### src/rtl/present_pkg.sv
// Shared PRESENT definitions: S-box tables, bit permutations, round count and FSM states.
// Decryption support elsewhere is enabled by defining PRESENT_DEC_EN.
package present_pkg;

  localparam int ROUNDS = 31;
  localparam logic [4:0] RC_LAST = 5'(ROUNDS);

  typedef enum logic [1:0] {IDLE, KEYEXP, ROUND, FINAL} fsm_t;

  // Nibble n of each table holds the substitution for input value n.
  localparam logic [63:0] SBOX_TBL     = 64'h2174_8FE3_DA09_B65C;
  localparam logic [63:0] INV_SBOX_TBL = 64'hA970_364B_D21C_8FE5;

  function automatic logic [3:0] sbox(input logic [3:0] x);
    return SBOX_TBL[{x, 2'b00} +: 4];
  endfunction

  function automatic logic [3:0] inv_sbox(input logic [3:0] x);
    return INV_SBOX_TBL[{x, 2'b00} +: 4];
  endfunction

  function automatic logic [63:0] sbox_layer(input logic [63:0] x);
    logic [63:0] y;
    for (int i = 0; i < 16; i++) y[4*i +: 4] = sbox(x[4*i +: 4]);
    return y;
  endfunction

  function automatic logic [63:0] inv_sbox_layer(input logic [63:0] x);
    logic [63:0] y;
    for (int i = 0; i < 16; i++) y[4*i +: 4] = inv_sbox(x[4*i +: 4]);
    return y;
  endfunction

  // Bit i moves to position 16*i mod 63; bit 63 stays put.
  function automatic logic [63:0] p_layer(input logic [63:0] x);
    logic [63:0] y;
    y[63] = x[63];
    for (int i = 0; i < 63; i++) y[(16*i) % 63] = x[i];
    return y;
  endfunction

  function automatic logic [63:0] inv_p_layer(input logic [63:0] x);
    logic [63:0] y;
    y[63] = x[63];
    for (int i = 0; i < 63; i++) y[i] = x[(16*i) % 63];
    return y;
  endfunction

endpackage

### src/rtl/present_key_sched.sv
// PRESENT key schedule step for 80- or 128-bit keys; the inverse step exists
// only when PRESENT_DEC_EN is defined.
module present_key_sched
  import present_pkg::*;
#(
  parameter int KEY_W = 80
) (
  input  logic [KEY_W-1:0] key_cur,
  input  logic [4:0]       rc,
`ifdef PRESENT_DEC_EN
  output logic [KEY_W-1:0] key_inv,
`endif
  output logic [KEY_W-1:0] key_fwd
);

  if (KEY_W == 80) begin : g_k80
    always_comb begin
      // NOTE: the whole output is assigned first, so no path leaves it unassigned and no latch appears.
      key_fwd          = {key_cur[18:0], key_cur[79:19]};
      key_fwd[79:76]   = sbox(key_fwd[79:76]);
      key_fwd[19:15]   = key_fwd[19:15] ^ rc;
    end
`ifdef PRESENT_DEC_EN
    logic [79:0] undo;
    always_comb begin
      undo          = key_cur;
      undo[19:15]   = undo[19:15] ^ rc;
      undo[79:76]   = inv_sbox(undo[79:76]);
      key_inv       = {undo[60:0], undo[79:61]};
    end
`endif
  end else if (KEY_W == 128) begin : g_k128
    always_comb begin
      key_fwd          = {key_cur[66:0], key_cur[127:67]};
      key_fwd[127:124] = sbox(key_fwd[127:124]);
      key_fwd[123:120] = sbox(key_fwd[123:120]);
      key_fwd[66:62]   = key_fwd[66:62] ^ rc;
    end
`ifdef PRESENT_DEC_EN
    logic [127:0] undo;
    always_comb begin
      undo           = key_cur;
      undo[66:62]    = undo[66:62] ^ rc;
      undo[127:124]  = inv_sbox(undo[127:124]);
      undo[123:120]  = inv_sbox(undo[123:120]);
      key_inv        = {undo[60:0], undo[127:61]};
    end
`endif
  end else begin : g_bad_key_w
    $error("present_key_sched: KEY_W must be 80 or 128");
  end

endmodule

### src/rtl/present_core.sv
// Iterative PRESENT block cipher, one round per cycle. Decryption (mode=1) is
// compiled in only when PRESENT_DEC_EN is defined; otherwise mode is ignored.
module present_core
  import present_pkg::*;
#(
  parameter int KEY_W = 80
) (
  input  logic             clk,
  input  logic             rst_n,
  input  logic             start,
  input  logic             mode,
  input  logic [KEY_W-1:0] key,
  input  logic [63:0]      din,
  output logic             busy,
  output logic             done,
  output logic [63:0]      dout
);

  fsm_t             fsm;
  logic [63:0]      state;
  logic [KEY_W-1:0] key_reg;
  logic [KEY_W-1:0] key_fwd;
  logic [4:0]       rc;
  logic [63:0]      round_key;
  logic [63:0]      enc_next;

  assign round_key = key_reg[KEY_W-1 -: 64];
  assign enc_next  = p_layer(sbox_layer(state ^ round_key));

`ifdef PRESENT_DEC_EN
  logic             mode_reg;
  logic [KEY_W-1:0] key_inv;
  logic [63:0]      dec_next;

  // Decrypt rounds walk the schedule backwards, so the previous round key is used here.
  assign dec_next = inv_sbox_layer(inv_p_layer(state)) ^ key_inv[KEY_W-1 -: 64];
`else
  logic unused_mode;
  assign unused_mode = mode;
`endif

  present_key_sched #(.KEY_W(KEY_W)) u_key_sched (
    .key_cur (key_reg),
    .rc      (rc),
`ifdef PRESENT_DEC_EN
    .key_inv (key_inv),
`endif
    .key_fwd (key_fwd)
  );

  // NOTE: sequential state uses non-blocking assignments so every register sees pre-edge values.
  always_ff @(posedge clk or negedge rst_n) begin
    if (!rst_n) begin
      fsm      <= IDLE;
      state    <= '0;
      key_reg  <= '0;
      rc       <= '0;
      busy     <= 1'b0;
      done     <= 1'b0;
      dout     <= '0;
`ifdef PRESENT_DEC_EN
      mode_reg <= 1'b0;
`endif
    end else begin
      done <= 1'b0;
      case (fsm)
        IDLE: if (start) begin
          state   <= din;
          key_reg <= key;
          rc      <= 5'd1;
          busy    <= 1'b1;
`ifdef PRESENT_DEC_EN
          mode_reg <= mode;
          fsm      <= mode ? KEYEXP : ROUND;
`else
          fsm      <= ROUND;
`endif
        end
`ifdef PRESENT_DEC_EN
        KEYEXP: begin
          key_reg <= key_fwd;
          if (rc == RC_LAST) begin
            state <= state ^ key_fwd[KEY_W-1 -: 64];
            fsm   <= ROUND;
          end else begin
            rc <= rc + 5'd1;
          end
        end
`endif
        ROUND: begin
`ifdef PRESENT_DEC_EN
          if (mode_reg) begin
            state   <= dec_next;
            key_reg <= key_inv;
            if (rc == 5'd1) fsm <= FINAL;
            else            rc  <= rc - 5'd1;
          end else
`endif
          begin
            state   <= enc_next;
            key_reg <= key_fwd;
            if (rc == RC_LAST) fsm <= FINAL;
            else               rc  <= rc + 5'd1;
          end
        end
        FINAL: begin
`ifdef PRESENT_DEC_EN
          dout <= mode_reg ? state : state ^ round_key;
`else
          dout <= state ^ round_key;
`endif
          done <= 1'b1;
          busy <= 1'b0;
          fsm  <= IDLE;
        end
        default: fsm <= IDLE;
      endcase
    end
  end

endmodule

### config.mk
export PLATFORM = sky130hd
export DESIGN_NAME = present_core
export DESIGN_NICKNAME = d
export VERILOG_FILES = /design/src/rtl/present_pkg.sv /design/src/rtl/present_key_sched.sv /design/src/rtl/present_core.sv
export SDC_FILE = /design/constraint.sdc
export NUM_CORES = 1
export LEC_CHECK = 0
export ABC_AREA = 1
export CAP_MARGIN = 20
export CELL_PAD_IN_SITES_DETAIL_PLACEMENT = 1
export CELL_PAD_IN_SITES_GLOBAL_PLACEMENT = 2
export CORE_UTILIZATION = 28
export DETAILED_ROUTE_END_ITERATION = 6
export PLACE_DENSITY = 0.79
export SYNTH_ARGS = -nofsm -noshare
export SYNTH_HDL_FRONTEND = slang
export SYNTH_SLANG_ARGS = --single-unit
### constraint.sdc
create_clock -name clk -period 1.7 [get_ports clk]
set_clock_uncertainty 0.05 [all_clocks]
set_input_delay 0.255 -clock clk [delete_from_list [all_inputs] [get_ports clk]]
set_output_delay 0.255 -clock clk [all_outputs]
set_load 0.05 [all_outputs]
-- After elaboration in Yosys (flattened, before gate mapping)
Cells that the tools add are included.
- register bits: 217
- input port bits: 148
- add/sub/neg operators: 1
- eq/ne operators: 6
- shift-type cells: 17
- muxes and demuxes: 13
- bitwise operators: 2
- reductions and logical operators: 7
- operator list (kind ; number):
    $shiftx A64 B7 Y4 const A ; 17
    $pmux W80 S2 ; 1
    $pmux W64 S2 ; 1
    $mux W80 ; 1
    $mux W64 ; 1
    $xor A64 B64 Y64 ; 1
    $mux W5 ; 2
    $pmux W5 S2 ; 1
    $ne A2 B2 Y1 const B ; 3
    $reduce_and A2 Y1 ; 3
    $add A5 B1 Y5 const B ; 1
    $eq A5 B5 Y1 const B ; 1
    $xor A5 B5 Y5 ; 1
    $eq A2 B2 Y1 const B ; 2
    $mux W2 ; 2
    $pmux W2 S2 ; 1
    $reduce_bool A2 Y1 ; 2
    $reduce_and A3 Y1 ; 1
    $logic_not A2 Y1 ; 1
    $mux W1 ; 2
    $pmux W1 S2 ; 1

-- Longest topological paths before layout
- depth in word-level cells: 3
- mapped depth: 10
- mapped depth without buffers: 10

-- Modules after synthesis
A second synthesis with hierarchy kept.
- cell total of the unflattened synthesis: 1839
- area, all modules: 13411.6 µm²
- by module, submodules not included (module ; instances ; cells each ; area each (µm²)):
    present_core ; 1 ; 1724 ; 12625.9
    present_key_sched ; 1 ; 115 ; 785.8

-- Worst setup path before layout
No wires, ideal clock.
- kind: reg2reg
- start point: reg key_reg[16]
- end point: reg state[0]
- setup time: 0.123 ns
- arrival time: 1.453 ns
- data required time: 1.527 ns
- slack: 0.074 ns
- stages on the path, launching flop included: 9
- path buffers: 0
- period minus slack after synthesis: 1.626 ns
- cell sequence: dfrtp_1 > xor2_1 > ha_1 > inv_1 > nand2_1 > nand3_1 > nand2_1 > o21ai_0 > nand2_1
- word-level cells in the longest chain between the ends: 3
- RTL lines (what ; line ; text):
    start, declared ; present_core.sv:21 ; logic [KEY_W-1:0] key_reg;
    start signal, assigned ; present_core.sv:69 ; key_reg <= key;
    start signal, assigned ; present_core.sv:101 ; key_reg <= key_fwd;
    $xor A64 B64 Y64 ; present_core.sv:28 ; assign enc_next = p_layer(sbox_layer(state ^ round_key));
    $shiftx A64 B7 Y4 ; present_pkg.sv:15 ; return SBOX_TBL[{x, 2'b00} +: 4];
    $pmux W64 S2 ; present_core.sv:66 ; case (fsm)
    end signal, assigned ; present_core.sv:68 ; state <= din;
    end signal, assigned ; present_core.sv:100 ; state <= enc_next;
    end, declared ; present_core.sv:20 ; logic [63:0] state;
No other way between the ends.
A chain may end at the register's enable or synchronous reset.

-- Final worst setup path
- start point: reg state[8]
- end point: reg state[50]
- word-level cells in the longest chain between the ends: 3
- RTL lines (what ; line):
    $xor A64 B64 Y64 ; present_core.sv:28
    $shiftx A64 B7 Y4 ; present_pkg.sv:15
    $pmux W64 S2 ; present_core.sv:66
No other way between the ends.

==> results_dict.tcl <==
set metrics [dict create \
    status "finished clean" \
    grt_max_degree 60 \
    avgViaCountPerCell 4.90 \
    synth_xor_area_frac 0.0300 \
    placeableCoreArea_um2 45400 \
    dp_cells 2708 \
    rr_worst_depth 7 \
    ant_nets 0 \
    clock-sinks 217 \
    synthSimpleGateAreaFrac 0.272 \
    synthDistinctLibCells 29 \
    r2r_slack_ps 0.9 \
    syn_avg_cell_area_um2 7.27 \
    reg2reg_to "state[50]" \
    ioPinCount 214 \
    worstPathMaxFanout 3 \
    first_global_vias 14100 \
    num_antenna_cells 0 \
    synth_compound_area_frac 0.145 \
    synthAdderAreaFrac 0.0535 \
    postSynthCellCount 1770 \
    port_buffers 212 \
    crit_type "register to register" \
    synth_top_family_by_area "simple AND/OR/NAND/NOR gates" \
    yosysWarnings 0 \
    maxSlewHeadroom 0.685 \
    crit_arrival_ps 2080 \
    final_area_um2 18600 \
    drive_gt1_frac 0.205 \
    first_iter_violations 685 \
    start_kind "register" \
    path_clk_slew_ps 60 \
    rsz0062_at_grt "yes" \
    cap_violations 0 \
    largest_register_ffs 80 \
    wirelength_mm 55.3 \
    period_needed_ps 1700 \
    clock_latency_ps 560 \
    wl_per_cell_um 19.9 \
    antenna_found_initial 0 \
    grt_overflow 0 \
    grt_pass1_wl_mm 83.0 \
    crit_path_frequent_cell "o21ai_1" \
    worst_path_largest_cell_delay_ps 450 \
    cp_cell_sequence "xor2_4 > ha_1 > o21ai_1 > a21oi_1 > o21ai_1 > buf_4 > nand2_2" \
    post-route-period-util 0.999 \
    syn_nets 1973 \
    vias 13600 \
    holdWs_ps 169 \
    cts_buffer_depth 3 \
    cts_buffers 27 \
    drv_slew 0 \
    num-nets-final 2360 \
    drt_first_pass_iters 4 \
    dp_hpwl_mm 42.0 \
    placed_area_um2 16900 \
    fp-row-count 78 \
    fin_ws_ps 0.920 \
    muxShareOfSynthArea 0 \
    grt_usage 0.231 \
    die_area_um2 46800 \
    syn_area_um2 12900 \
    gp_congestion 0.880 \
    cts_max_level 1 \
    drcViolationCount 0 \
    cp.required_ps 2080 \
    worst_pin_slew_ps 472 \
    critPathCaptureType "register" \
    die_h_um 216 \
    r2r_start "state[8]" \
    die_w_um 216 \
    root_buffer "clkbuf_16" \
    fmax_mhz 589 \
    place_ws_ps -163 \
    areaGrowthSynthToFinish_pct 45.0 \
    tritoncts "yes" \
    hold_violations 0 \
    start_util 0.283 \
    slowest_stage "dfrtp_2" \
    final_cells 2777 \
    hold_path_class "primary input to async pin" \
    ys_seq_area_frac 0.422 \
    setup-violations-final 0 \
    ys_ff_latch 217 \
]
## worst max path at each step
stage                     start  slack [ps]        end  cells past startpoint
floorplan           key_reg[16]          70   state[0]                      8
global placement          start        -130  state[48]                      9
detailed placement        start        -160  state[22]                      7
CTS                   state[33]         -20   state[8]                      9
global route           state[8]         -70  state[50]                      7
finish                 state[8]         0.9  state[50]                      7
## cells in the mapped netlist, drive strengths merged
| library cell | instances | area [um^2] |
|---|---|---|
| nand2 | 542 | 2050 |
| dfrtp | 217 | 5430 |
| o21ai | 172 | 865 |
| nor2 | 162 | 624 |
| inv | 160 | 606 |
| nand3 | 157 | 786 |
| a21oi | 119 | 596 |
| buf | 57 | 315 |
| ha | 55 | 688 |
| o22ai | 31 | 194 |
| xnor2 | 28 | 245 |
| o211ai | 26 | 195 |
| clkbuf | 18 | 70.1 |
| xor2 | 16 | 140 |
| nor3 | 5 | 25.0 |
| or2 | 2 | 12.5 |
| a22o | 1 | 8.76 |
| clkinv | 1 | 3.75 |
| o221ai | 1 | 8.76 |
## metal layers
metal,vias to the layer above,share of wire,track usage
met1,6681,0.46,0.317
li1,6536,-,-
met5,-,0,0
met4,0,0.029,0.0692
met2,320,0.47,0.377
met3,73,0.046,0.0295
## worst max-delay path, delay by kind of cell (launching register included)
| kind | cells | cell delay, ps |
|---|---|---|
| buffers and inverters | 1 | 160 |
| AOI/OAI and AO/OA | 3 | 350 |
| xor gates and xnor gates | 1 | 210 |
| and+or+nand+nor | 1 | 40 |
| DFF | 1 | 450 |
| adders and majority gates | 1 | 320 |
## layout make-up
| class | count | area, um^2 |
|---|---|---|
| tap | 600 | 751 |
| clock buffer | 37 | 783 |
| clock inverter | 12 | 163 |
| sequential | 217 | 5440 |
| timing repair buffer | 433 | 3970 |
| inverter | 161 | 614 |
| multi-input combinational | 1317 | 6930 |
| fill | 5539 | 26700 |
## cells in the final DEF (no fill, tap or decap), types with 2 or more instances in the layout
| cell | Yosys | routed |
|---|---|---|
| nor2_1 | 161 | 160 |
| ha_4 | 0 | 13 |
| clkinv_2 | 0 | 7 |
| clkdlybuf4s50_1 | 0 | 145 |
| a21oi_1 | 119 | 114 |
| inv_2 | 3 | 20 |
| xnor2_1 | 28 | 22 |
| clkbuf_16 | 0 | 29 |
| nand3_2 | 0 | 14 |
| o22ai_1 | 31 | 31 |
| buf_4 | 2 | 255 |
| o21ai_0 | 169 | 148 |
| clkbuf_1 | 16 | 3 |
| xor2_2 | 0 | 4 |
| clkbuf_8 | 0 | 7 |
| buf_16 | 0 | 2 |
| buf_12 | 0 | 18 |
| xnor2_2 | 0 | 6 |
| xor2_4 | 0 | 3 |
| inv_6 | 0 | 2 |
| o211ai_1 | 26 | 26 |
| nand2_4 | 2 | 3 |
| nand2_1 | 540 | 521 |
| nand3_1 | 157 | 142 |
| buf_6 | 5 | 7 |
| ha_1 | 55 | 40 |
| dfrtp_1 | 217 | 206 |
| o21ai_2 | 1 | 5 |
| dfrtp_2 | 0 | 11 |
| o21ai_1 | 2 | 18 |
| nor3_1 | 5 | 4 |
| a21oi_2 | 0 | 5 |
| bufinv_16 | 0 | 4 |
| ha_2 | 0 | 2 |
| buf_8 | 0 | 3 |
| xor2_1 | 16 | 9 |
| inv_1 | 155 | 138 |
| nand2_2 | 0 | 18 |
## cells by family after synthesis
kind of cell,after synthesis
AND/OR/NAND/NOR,868
AO/OA/AOI/OAI,350
XOR/XNOR,44
buffers and inverters,236
flip-flops,217
adder cells (fa/ha/maj),55
## per-stage QoR
step / TNS [ps] / util
after floorplan: 0 / -
after global placement: -7900 / 0.373
after detailed placement: -11520 / 0.373
after CTS: -40.3 / 0.398
after global routing: -630 / 0.411
final: 0 / 0.411
## repair_timing
item | in CTS | in global routing
pin swaps | 10 | 64
gates cloned | 0 | 2
endpoints found under the setup margin | 19 | 64
hold endpoints to repair | 144 | 0
hold buffers | 1 | 0
setup buffers | 3 | 18
gates resized for setup | 29 | 117
Power is not shown: default switching activity piles up to over one toggle a cycle in this logic, so the estimate is an artifact.
